`src/rtl/seg_scan_pkg.sv`:
```
// Shared constants and helpers for the 7-segment scan controller.
package seg_scan_pkg;

    localparam int unsigned DIGIT_W    = 4;
    localparam int unsigned MAX_DIGITS = 8;

    // All cathodes off (active-low); slice down to the configured digit count.
    localparam logic [MAX_DIGITS-1:0] CAT_OFF = '1;

    localparam logic [DIGIT_W-1:0] BCD_MAX = 4'd9;

    // Codes 10..15 are not displayable digits and force the decoder dark.
    function automatic logic bcd_valid(input logic [DIGIT_W-1:0] code);
        return code <= BCD_MAX;
    endfunction

endpackage

```
`src/rtl/seg_scan_tick.sv`:
```
// Slot prescaler: counts 0..DIV-1 while enabled, holds otherwise.
// Exposes the next-state count so the parent can register outputs in step with it.
module seg_scan_tick #(
    parameter int unsigned DIV = 1000,
    parameter int unsigned PW  = 10
) (
    input  logic          clk,
    input  logic          rst,
    input  logic          en,
    output logic [PW-1:0] presc,
    output logic          slot_wrap
);

    logic [PW-1:0] presc_q;

    assign slot_wrap = en && (presc_q == PW'(DIV - 1));

    // Next prescaler value: wrap at end of slot, hold while disabled.
    always_comb begin
        presc = presc_q;
        if (slot_wrap) begin
            presc = '0;
        end else if (en) begin
            presc = presc_q + PW'(1);
        end
    end

    // Prescaler state register.
    always_ff @(posedge clk) begin
        if (rst) begin
            presc_q <= '0;
        end else begin
            presc_q <= presc;
        end
    end

endmodule

```
`src/rtl/seg_scan_mux.sv`:
```
// Time-multiplexed 7-segment scan controller.
// Data is double-buffered (pend -> shadow) and swapped only at frame wrap to avoid tearing.
// Optional leading-zero blanking is enabled by defining SEG_LZB_EN.
module seg_scan_mux
    import seg_scan_pkg::*;
#(
    parameter int unsigned DIGITS    = 8,
    parameter int unsigned DIV       = 1000,
    parameter int unsigned BLANK_CYC = 16
) (
    input  logic                        clk,
    input  logic                        rst,
    input  logic                        en,
    input  logic                        load,
    input  logic [DIGIT_W*DIGITS-1:0]   bcd_in,
    input  logic [DIGITS-1:0]           dp_in,
    output logic [DIGIT_W-1:0]          bcd_out,
    output logic                        dp_out,
    output logic                        blank,
    output logic [DIGITS-1:0]           cat,
    output logic                        frame_done
);

    localparam int unsigned PW = (DIV > 1) ? $clog2(DIV) : 1;
    localparam int unsigned IW = $clog2(DIGITS);
    localparam int unsigned BW = DIGIT_W * DIGITS;

    logic [PW-1:0]       presc_next;
    logic                slot_wrap;
    logic                frame_wrap;
    logic [IW-1:0]       idx_q, idx_d;
    logic [BW-1:0]       shadow_q, shadow_d, pend_q, pend_d;
    logic [DIGITS-1:0]   shadow_dp_q, shadow_dp_d, pend_dp_q, pend_dp_d;
    logic                pend_v_q, pend_v_d;
    logic [DIGIT_W-1:0]  digit;
    logic                digit_dp;
    logic                dark;
    logic                suppress;
    logic [DIGITS-1:0]   cat_d;

    seg_scan_tick #(
        .DIV (DIV),
        .PW  (PW)
    ) u_tick (
        .clk       (clk),
        .rst       (rst),
        .en        (en),
        .presc     (presc_next),
        .slot_wrap (slot_wrap)
    );

    // Digit index advances once per slot; wrapping past the last digit ends the frame.
    always_comb begin
        idx_d      = idx_q;
        frame_wrap = 1'b0;
        if (slot_wrap) begin
            if (idx_q == IW'(DIGITS - 1)) begin
                idx_d      = '0;
                frame_wrap = 1'b1;
            end else begin
                idx_d = idx_q + IW'(1);
            end
        end
    end

    // Pending/shadow buffers: a load on the wrap edge bypasses pend straight into shadow.
    always_comb begin
        shadow_d    = shadow_q;
        shadow_dp_d = shadow_dp_q;
        pend_d      = pend_q;
        pend_dp_d   = pend_dp_q;
        pend_v_d    = pend_v_q;
        if (frame_wrap) begin
            pend_v_d = 1'b0;
            if (load) begin
                shadow_d    = bcd_in;
                shadow_dp_d = dp_in;
            end else if (pend_v_q) begin
                shadow_d    = pend_q;
                shadow_dp_d = pend_dp_q;
            end
        end else if (load) begin
            pend_d    = bcd_in;
            pend_dp_d = dp_in;
            pend_v_d  = 1'b1;
        end
    end

`ifdef SEG_LZB_EN
    logic [DIGITS-1:0] lz;

    // Leading-zero run from the MSD down; digit 0 is never suppressed.
    always_comb begin
        logic run;
        lz  = '0;
        run = 1'b1;
        for (int i = DIGITS - 1; i > 0; i--) begin
            run   = run && (shadow_d[i*DIGIT_W +: DIGIT_W] == '0) && !shadow_dp_d[i];
            lz[i] = run;
        end
    end
`endif

    // Output decode from next-state counters so registered outputs track the counter edge.
    always_comb begin
        digit    = '0;
        digit_dp = 1'b0;
        suppress = 1'b0;
        dark     = !en || (32'(presc_next) < BLANK_CYC);
        cat_d    = CAT_OFF[DIGITS-1:0];
        for (int i = 0; i < DIGITS; i++) begin
            if (idx_d == IW'(i)) begin
                digit    = shadow_d[i*DIGIT_W +: DIGIT_W];
                digit_dp = shadow_dp_d[i];
`ifdef SEG_LZB_EN
                suppress = lz[i];
`endif
                cat_d[i] = dark;
            end
        end
    end

    // Counter and buffer state.
    always_ff @(posedge clk) begin
        if (rst) begin
            idx_q       <= '0;
            shadow_q    <= '0;
            shadow_dp_q <= '0;
            pend_q      <= '0;
            pend_dp_q   <= '0;
            pend_v_q    <= 1'b0;
        end else begin
            idx_q       <= idx_d;
            shadow_q    <= shadow_d;
            shadow_dp_q <= shadow_dp_d;
            pend_q      <= pend_d;
            pend_dp_q   <= pend_dp_d;
            pend_v_q    <= pend_v_d;
        end
    end

    // Registered display outputs.
    always_ff @(posedge clk) begin
        if (rst) begin
            cat        <= CAT_OFF[DIGITS-1:0];
            bcd_out    <= '0;
            dp_out     <= 1'b0;
            blank      <= 1'b1;
            frame_done <= 1'b0;
        end else begin
            cat        <= cat_d;
            bcd_out    <= digit;
            dp_out     <= digit_dp;
            blank      <= dark || !bcd_valid(digit) || suppress;
            frame_done <= frame_wrap;
        end
    end

endmodule

```
`config.mk`:
```
export PLATFORM = sky130hd
export DESIGN_NAME = seg_scan_mux
export DESIGN_NICKNAME = d
export VERILOG_FILES = /design/src/rtl/seg_scan_pkg.sv /design/src/rtl/seg_scan_tick.sv /design/src/rtl/seg_scan_mux.sv
export SDC_FILE = /design/constraint.sdc
export NUM_CORES = 1
export LEC_CHECK = 0
export BUFFER_PORTS_ARGS = -buffer_cell sky130_fd_sc_hd__buf_2
export CORE_UTILIZATION = 63
export CTS_CLUSTER_SIZE = 20
export DETAILED_ROUTE_END_ITERATION = 8
export GPL_TIMING_DRIVEN = 0
export PLACE_DENSITY = 0.93
export SLEW_MARGIN = 10
export SYNTH_ARGS = -nofsm -noshare
export SYNTH_HDL_FRONTEND = slang
export SYNTH_SLANG_ARGS = --single-unit
```
`constraint.sdc`:
```
create_clock -name clk -period 4.5 [get_ports clk]
set_input_delay 0.9 -clock clk [delete_from_list [all_inputs] [get_ports clk]]
set_output_delay 0.9 -clock clk [all_outputs]
set_load 0.005 [all_outputs]
```
### After elaboration in Yosys (flattened, before gate mapping)

Index checks and enable logic that the tools add are counted.
Widths: inputs -> output; s select.

| storage, ports and cells | value |
|---|---|
| bits in registers | 109 |
| bits of input ports | 44 |
| output and inout port bits | 15 |
| word-level logic and storage cells | 85 |

| operators by class | value |
|---|---|
| add/sub/neg operators | 2 |
| bitwise operators | 9 |
| reductions and logical operators | 16 |
| equal/unequal tests | 9 |
| muxes and demuxes | 28 |
| order comparisons | 2 |

Operator list:

| operator | count |
|---|---|
| $mux 32 | 3 |
| $mux 4 | 8 |
| $mux 8 | 3 |
| $mux 10 | 2 |
| $reduce_or 2->1 | 9 |
| $eq 3x3->1 const B | 5 |
| $add 10x1->10 const B | 1 |
| $eq 10x10->1 const B | 1 |
| $lt 10x5->1 const B | 1 |
| $mux 1 | 10 |
| $not 1->1 | 9 |
| $eq 3x2->1 const B | 2 |
| $mux 3 | 2 |
| $le 4x4->1 const B | 1 |
| $add 3x1->3 const B | 1 |
| $eq 3x1->1 const B | 1 |
| $logic_not 3->1 | 1 |
| $logic_not 1->1 | 2 |
| $logic_or 1x1->1 | 2 |
| $reduce_and 2->1 | 1 |
| $logic_and 1x1->1 | 1 |

### Longest topological paths before layout

| logic depth | value |
|---|---|
| depth in word-level cells | 15 |
| mapped depth | 14 |
| depth with buffers taken out | 10 |

### Modules after synthesis

From an unflattened synthesis, not the netlist that was laid out.

| second synthesis, totals | value |
|---|---|
| cells, all modules | 614 |
| area total of the unflattened synthesis | 5113.7 µm² |

By module, submodules not included:

| module | area each (µm²) | cells each | times used |
|---|---|---|---|
| seg_scan_mux | 4556.9 | 552 | 1 |
| seg_scan_tick | 556.8 | 62 | 1 |

### Least setup slack after synthesis

OpenSTA, ideal clock, no wires.

| timing | value |
|---|---|
| path type | input-to-reg |
| start | input port en |
| end | register blank |
| library setup time | 0.114 ns |
| stages | 9 |
| arrival | 2.872 ns |
| setup slack | 1.514 ns |
| cell sequence | buf_6 nand3_1 nor4_4 mux2i_1 clkbuf_1 mux2i_1 a221oi_2 nand2_1 a21bo_1 |

| between the ends | value |
|---|---|
| cells in the longest elaborated chain, start to end | 14 |
| elaborated cells on any way between the ends | 28 |
| those cells by class | order compare (2); eq/ne (7); mux (13); reduce/logical (6) |

Ends and longest elaborated chain:

| what | RTL line | source |
|---|---|---|
| from (decl) | seg_scan_mux.sv:13 | `input logic en,` |
| $logic_and 1x1->1 | seg_scan_tick.sv:16 | `assign slot_wrap = en && (presc_q == PW'(DIV - 1));` |
| $mux 3 / $mux 1 (equally long branches) | seg_scan_mux.sv:56 | `if (slot_wrap) begin` |
| $logic_not 3->1 / $mux 32 (equally long branches) | seg_scan_mux.sv:112, seg_scan_mux.sv:73 |  |
| $mux 4 (8 in series) | seg_scan_mux.sv:112 | `if (idx_d == IW'(i)) begin` |
| $le 4x4->1 | seg_scan_pkg.sv:14 | `return code <= BCD_MAX;` |
| $logic_not 1->1 | seg_scan_mux.sv:154 | `blank <= dark \|\| !bcd_valid(digit) \|\| suppress;` |
| $logic_or 1x1->1 * | seg_scan_mux.sv:154 |  |
| to (signal assigned) | seg_scan_mux.sv:154 |  |
| to (decl) | seg_scan_mux.sv:19 | `output logic blank,` |

Mark *: on every way between the ends. The rest lies on a longest branch, timed or not.
A chain may end at the register's enable or synchronous reset.

### Final worst setup path

| timing | value |
|---|---|
| start | register u_tick.presc_q[0] |
| end | register blank |

| between the ends | value |
|---|---|
| cells in the longest elaborated chain, start to end | 15 |
| elaborated cells on any way between the ends | 29 |
| those cells by class | add/sub (1); order compare (2); eq/ne (8); mux (13); reduce/logical (5) |

Ends and longest elaborated chain:

| what | RTL line | source |
|---|---|---|
| from (decl) | seg_scan_tick.sv:14 | `logic [PW-1:0] presc_q;` |
| from (signal assigned) | seg_scan_tick.sv:33 | `presc_q <= presc;` |
| $eq 10x10->1 | seg_scan_tick.sv:16 |  |
| $logic_and 1x1->1 | seg_scan_tick.sv:16 |  |
| $mux 3 / $mux 1 (equally long branches) | seg_scan_mux.sv:56 |  |
| $logic_not 3->1 / $mux 32 (equally long branches) | seg_scan_mux.sv:112, seg_scan_mux.sv:73 |  |
| $mux 4 (8 in series) | seg_scan_mux.sv:112 |  |
| $le 4x4->1 | seg_scan_pkg.sv:14 |  |
| $logic_not 1->1 | seg_scan_mux.sv:154 |  |
| $logic_or 1x1->1 * | seg_scan_mux.sv:154 |  |

Marked as above.

==> flow_summary.html <==
<table>
<tr><th>Metric</th><th>Value</th></tr>
<tr><th colspan="2">Setup path</th></tr>
<tr><td>Arrival time of the worst setup path</td><td>about 3.9 ns</td></tr>
<tr><td>Biggest fanout along the worst timing path</td><td>10</td></tr>
<tr><td>Crit start category</td><td>register</td></tr>
<tr><td>Terminus of the critical flop-to-flop path</td><td>blank</td></tr>
<tr><td>Worst R2R Setup Slack</td><td>between 0.8 and 0.9 ns</td></tr>
<tr><td>Cell at the slowest stage of the critical path</td><td>sky130_fd_sc_hd__mux2i_1</td></tr>
<tr><td>Endpoint kind of the worst setup timing path</td><td>register</td></tr>
<tr><td>Most frequent cell on the critical path</td><td>sky130_fd_sc_hd__mux2i_1</td></tr>
<tr><td>Critical path class</td><td>reg -&gt; reg</td></tr>
<tr><td>RR Startpoint</td><td>u_tick.presc_q[0]</td></tr>
<tr><td>Crit path to</td><td>blank</td></tr>
<tr><td>CP peak stage delay</td><td>~0.8 ns</td></tr>
<tr><td>Cell breakdown of the critical path</td><td>ha_1 &gt; nand3_1 &gt; nor4_4 &gt; mux2i_1 &gt; clkbuf_1 &gt; mux2i_1 &gt; a221oi_2 &gt; nand2_1 &gt; a21bo_1</td></tr>
<tr><td>Worst endpoint required time</td><td>4.77 ns</td></tr>
<tr><td>Buffering stage count on the worst path with inverters included</td><td>1</td></tr>
<tr><td>Count of cell instances traversed by the critical path</td><td>9</td></tr>
<tr><td>Cell class contributing the biggest share of worst-path delay</td><td>multiplexers</td></tr>
<tr><td>Depth of the most critical reg-to-reg path</td><td>9</td></tr>
<tr><td>Origin of the worst setup path</td><td>u_tick.presc_q[0]</td></tr>
<tr><th colspan="2">Detailed routing</th></tr>
<tr><td>Total routed wirelength</td><td>~16000 um</td></tr>
<tr><td>DRT Pass-1 Iters</td><td>7</td></tr>
<tr><td>Final routed DRC violation total</td><td>0</td></tr>
<tr><td>Detailed-route via count</td><td>roughly 5400</td></tr>
<tr><td>Average detailed-routed wire length per instance</td><td>a little under 20 um</td></tr>
<tr><td>Via density per instance</td><td>between 6 and 7</td></tr>
<tr><td>Detailed router's first-iteration violation count</td><td>approximately 700</td></tr>
<tr><td>Remaining number of nets flagged by the antenna check after routing</td><td>0</td></tr>
<tr><th colspan="2">Placement</th></tr>
<tr><td>Final weighted congestion in routability-driven placement</td><td>around 0.9</td></tr>
<tr><td>Port Buffers</td><td>56</td></tr>
<tr><td>Placed Cells</td><td>around 800</td></tr>
<tr><td>Final HPWL from detailed placement</td><td>11010 um</td></tr>
<tr><td>Cell area reported after detailed placement</td><td>about 5600 um2</td></tr>
<tr><th colspan="2">Timing</th></tr>
<tr><td>Worst Max-Slew Pin Slew</td><td>~0.9 ns</td></tr>
<tr><td>Achievable Freq</td><td>about 270 MHz</td></tr>
<tr><td>RSZ-0062 raised after global routing</td><td>false</td></tr>
<tr><td>Final Slew Violations</td><td>0</td></tr>
<tr><td>Number of hold-slack violations in the final timing report</td><td>0</td></tr>
<tr><td>Setup violation total in the final timing report</td><td>0</td></tr>
<tr><td>Period Utilization, post-route</td><td>slightly above 80%</td></tr>
<tr><td>Final clock skew</td><td>~0.0081 ns</td></tr>
<tr><td>Time the worst path needs with I/O delays and setup</td><td>approximately 3.7 ns</td></tr>
<tr><td>Hold WS</td><td>between 0.4 and 0.5 ns</td></tr>
<tr><td>Relative slew slack</td><td>39.65%</td></tr>
<tr><td>Setup total negative slack</td><td>0 ns</td></tr>
<tr><th colspan="2">Synth</th></tr>
<tr><td>Main area contributors after synthesis</td><td>sky130_fd_sc_hd__dfxtp_1, sky130_fd_sc_hd__nand2_1, sky130_fd_sc_hd__nor2_1, sky130_fd_sc_hd__a21oi_1, sky130_fd_sc_hd__o22a_1</td></tr>
<tr><td>Synthesized area divided by synthesized cell count</td><td>between 8 and 9 um2</td></tr>
<tr><td>Flip-flop and latch count after synthesis</td><td>between 100 and 150</td></tr>
<tr><td>Number of enable-type register cells in the synthesized netlist</td><td>0</td></tr>
<tr><td>Most area-hungry cell type in the Yosys netlist</td><td>sky130_fd_sc_hd__dfxtp_1</td></tr>
<tr><td>Count of distinct cell types in the synthesized netlist</td><td>60</td></tr>
<tr><td>Cells after synthesis</td><td>between 600 and 700</td></tr>
<tr><td>Post-synthesis sequential area ratio</td><td>a little over two fifths</td></tr>
<tr><td>Count of synthesis-stage warnings from yosys</td><td>0</td></tr>
<tr><td>Yosys top cell area share</td><td>a little over two fifths</td></tr>
<tr><td>Most frequently used flop master after synthesis</td><td>sky130_fd_sc_hd__dfxtp_1</td></tr>
<tr><td>Asr flop ratio synth</td><td>0%</td></tr>
<tr><td>Netlist area before placement</td><td>between 5000 and 6000 um2</td></tr>
<tr><td>Syn nets</td><td>~700</td></tr>
<tr><th colspan="2">Run status</th></tr>
<tr><td>Status</td><td>completed</td></tr>
<tr><th colspan="2">Power</th></tr>
<tr><td>Comb pwr share</td><td>8.6%</td></tr>
<tr><td>NetSw</td><td>~0.47 mW</td></tr>
<tr><td>Maximum VDD drop</td><td>0.0002274 V</td></tr>
<tr><td>Overall Power</td><td>1.779 mW</td></tr>
<tr><td>P_int</td><td>between 1 and 1.5 mW</td></tr>
<tr><td>Power per Cell Area</td><td>308.3 nW/um2</td></tr>
<tr><td>Reg power frac</td><td>a little under three fifths</td></tr>
<tr><td>Total leakage power</td><td>2.283 nW</td></tr>
<tr><td>Net switching fraction of the power</td><td>between 20% and 30%</td></tr>
<tr><td>Clock Power Share</td><td>about a third</td></tr>
<tr><th colspan="2">Hold path</th></tr>
<tr><td>Path class of the lowest-slack min-delay path</td><td>reg -&gt; reg</td></tr>
<tr><th colspan="2">Clock network</th></tr>
<tr><td>Clock sink count</td><td>109</td></tr>
<tr><td>Buffers inserted during post-CTS setup optimization</td><td>0</td></tr>
<tr><td>Hold bufs inserted after CTS</td><td>0</td></tr>
<tr><td>Clock buffer count from CTS</td><td>9</td></tr>
<tr><td>Clock-pin transition on the worst setup and hold timing paths</td><td>0.11 ns</td></tr>
<tr><td>Root buffer cell</td><td>sky130_fd_sc_hd__clkbuf_8</td></tr>
<tr><td>Clock tree from TritonCTS</td><td>yes</td></tr>
<tr><td>Latest clock arrival within the worst-skew pair</td><td>0.37 ns</td></tr>
<tr><td>Number of buffers between clock root and the deepest sink</td><td>2</td></tr>
<tr><td># H-tree levels</td><td>3</td></tr>
<tr><td>Post-cts resize count</td><td>0</td></tr>
<tr><th colspan="2">Die</th></tr>
<tr><td>X dimension of the die</td><td>a little over 90 um</td></tr>
<tr><td>Starting Density</td><td>around 66%</td></tr>
<tr><td>Number of placed I/O pins</td><td>slightly below 60</td></tr>
<tr><td>Vert. Die Dim</td><td>between 90 and 100 um</td></tr>
<tr><td>Number of placement rows</td><td>32</td></tr>
<tr><td>Total die area</td><td>approximately 8600 um2</td></tr>
<tr><td>Core Area</td><td>slightly below 8000 um2</td></tr>
<tr><th colspan="2">Global routing</th></tr>
<tr><td>Global-route wire length before repair</td><td>24810 um</td></tr>
<tr><td>Total overflow reported by the global router</td><td>0</td></tr>
<tr><td>Pin count of the biggest net entering global routing</td><td>20</td></tr>
<tr><td>Antenna violations before repair</td><td>0</td></tr>
<tr><td>Via count of the first global-routing pass</td><td>between 5000 and 6000</td></tr>
<tr><td>Total routing usage reported by global routing</td><td>between 30% and 40%</td></tr>
<tr><th colspan="2">Job</th></tr>
<tr><td># Max-Cap Violations</td><td>0</td></tr>
<tr><th colspan="2">Cells and area</th></tr>
<tr><td>Area growth from synthesis to layout</td><td>11.86%</td></tr>
<tr><td>Area of all placed cells without fillers</td><td>5772 um2</td></tr>
<tr><td>Final std cells w/o fill</td><td>about 810</td></tr>
<tr><td>NumNets Final</td><td>about 750</td></tr>
<tr><td>Ratio of cells with drive above 1 in the final layout</td><td>approximately 14%</td></tr>
<tr><td>Antenna fix cells</td><td>0</td></tr>
<tr><td>Final-layout fill cell count</td><td>slightly above 600</td></tr>
</table>
-- power by group through the flow --
stage          Clock [mW]  Sequential [mW]  Combinational [mW]
2_1_floorplan           0             1.02              0.0880
3_3_place_gp            0             1.02               0.140
3_5_place_dp            0             1.02               0.146
4_1_cts             0.620            0.999               0.147
5_1_grt             0.657             1.00               0.164
6_report            0.627             1.00               0.153
-- cell type report --
type / count / area [um2] / area share (%)
multi-input combinational: 456 / 2616 / 45.33
clock inverter: 7 / 80.08 / 1.387
buffer: 54 / 286.5 / 4.964
clock buffer: 9 / 123.9 / 2.146
inverter: 20 / 75.07 / 1.301
sequential: 109 / 2182 / 37.81
timing repair buffer: 56 / 280.3 / 4.856
tap: 102 / 127.6 / 2.211
-- per-stage QoR --
stage / util (%) / setup slack [ns]
4_1_cts: 73.93 / 1.068
6_report: 73.93 / 0.8458
3_5_place_dp: 71.31 / 0.6985
3_3_place_gp: 71.31 / 0.7912
5_1_grt: 73.93 / 0.7670
2_1_floorplan: - / 1.514
-- layer usage --
metal / vias up / wire, um / GRT usage, %
met5: - / 0 / 0
li1: 2396 / - / -
met3: 93 / 1846 / 8.621
met4: 0 / 817 / 20.83
met1: 2468 / 6010 / 45.76
met2: 405 / 7245 / 60.86
-- worst min-delay path: stages (launching register included) --
cell and delay [ns]:
sky130_fd_sc_hd__dfxtp_1 0.32, sky130_fd_sc_hd__nand2_1 0.05, sky130_fd_sc_hd__a21oi_1 0.05
-- synth_stat cells (all sizes together) (2+ instances only) --
master	count
dfxtp	109
nand2	100
nor2	93
a21oi	51
clkbuf	37
o21ai	24
o22a	21
a31oi	20
inv	20
buf	17
mux2i	13
nand4	11
a32o	9
nor3	9
a41oi	8
nand3	8
o22ai	7
a22o	6
a221oi	5
o211ai	5
xor2	5
mux2	4
nand2b	4
xnor2	4
a211oi	3
and2	3
and3	3
ha	3
nor4	3
o32a	3
or3	3
a311oi	2
a32oi	2
and4	2
nor2b	2
nor3b	2
o21bai	2
o221ai	2
or2	2
or4	2
-- cell families (layout without fill, tap and decap cells) --
| kind of cell | after synthesis | after routing | synth area share, % |
|---|---|---|---|
| xor+xnor | 9 | 9 | 1.528 |
| fa+ha+maj | 3 | 3 | 0.7275 |
| compound gates | 178 | 178 | 23.67 |
| flops | 109 | 109 | 42.29 |
| mux | 17 | 17 | 3.395 |
| simple gates | 249 | 249 | 21.39 |
| buf+inv | 74 | 146 | 7.008 |
-- placed cells by master (no fill, tap or decap), types with 4 or more instances in the layout --
master,n
sky130_fd_sc_hd__a22o_1,6
sky130_fd_sc_hd__dfxtp_1,109
sky130_fd_sc_hd__a21oi_1,51
sky130_fd_sc_hd__nand4_1,11
sky130_fd_sc_hd__clkbuf_8,9
sky130_fd_sc_hd__clkbuf_1,37
sky130_fd_sc_hd__nor3_1,9
sky130_fd_sc_hd__o22a_1,21
sky130_fd_sc_hd__buf_2,60
sky130_fd_sc_hd__nand2b_1,4
sky130_fd_sc_hd__o22ai_1,7
sky130_fd_sc_hd__xnor2_1,4
sky130_fd_sc_hd__buf_6,9
sky130_fd_sc_hd__nand3_1,7
sky130_fd_sc_hd__mux2i_1,13
sky130_fd_sc_hd__a32o_1,9
sky130_fd_sc_hd__o21ai_0,24
sky130_fd_sc_hd__a31oi_1,20
sky130_fd_sc_hd__xor2_1,5
sky130_fd_sc_hd__nand2_1,100
sky130_fd_sc_hd__a221oi_1,4
sky130_fd_sc_hd__nor2_1,93
sky130_fd_sc_hd__o211ai_1,5
sky130_fd_sc_hd__inv_1,19
sky130_fd_sc_hd__a41oi_1,8
-- sequential cells by signal, summed over array words and instances (netlist names) --
signal / count
shadow_dp_q: 8
blank: 1
pend_q: 32
pend_v_q: 1
dp_out: 1
frame_done: 1
cat: 8
bcd_out: 4
shadow_q: 32
idx_q: 3
pend_dp_q: 8
u_tick.presc_q: 10
-- worst min path at each step --
stage                       startpoint            to  slack (ns)  cells after the start
after floorplan             pend_q[10]    pend_q[10]        0.44                      2
after global placement      pend_q[26]    pend_q[26]        0.44                      2
after detailed placement  pend_dp_q[0]  pend_dp_q[0]        0.45                      2
after CTS                 pend_dp_q[0]  pend_dp_q[0]        0.46                      2
after global routing      pend_dp_q[0]  pend_dp_q[0]        0.48                      2
final                        pend_q[7]     pend_q[7]        0.46                      2
Note: power is estimated with default switching activity, not from simulation.
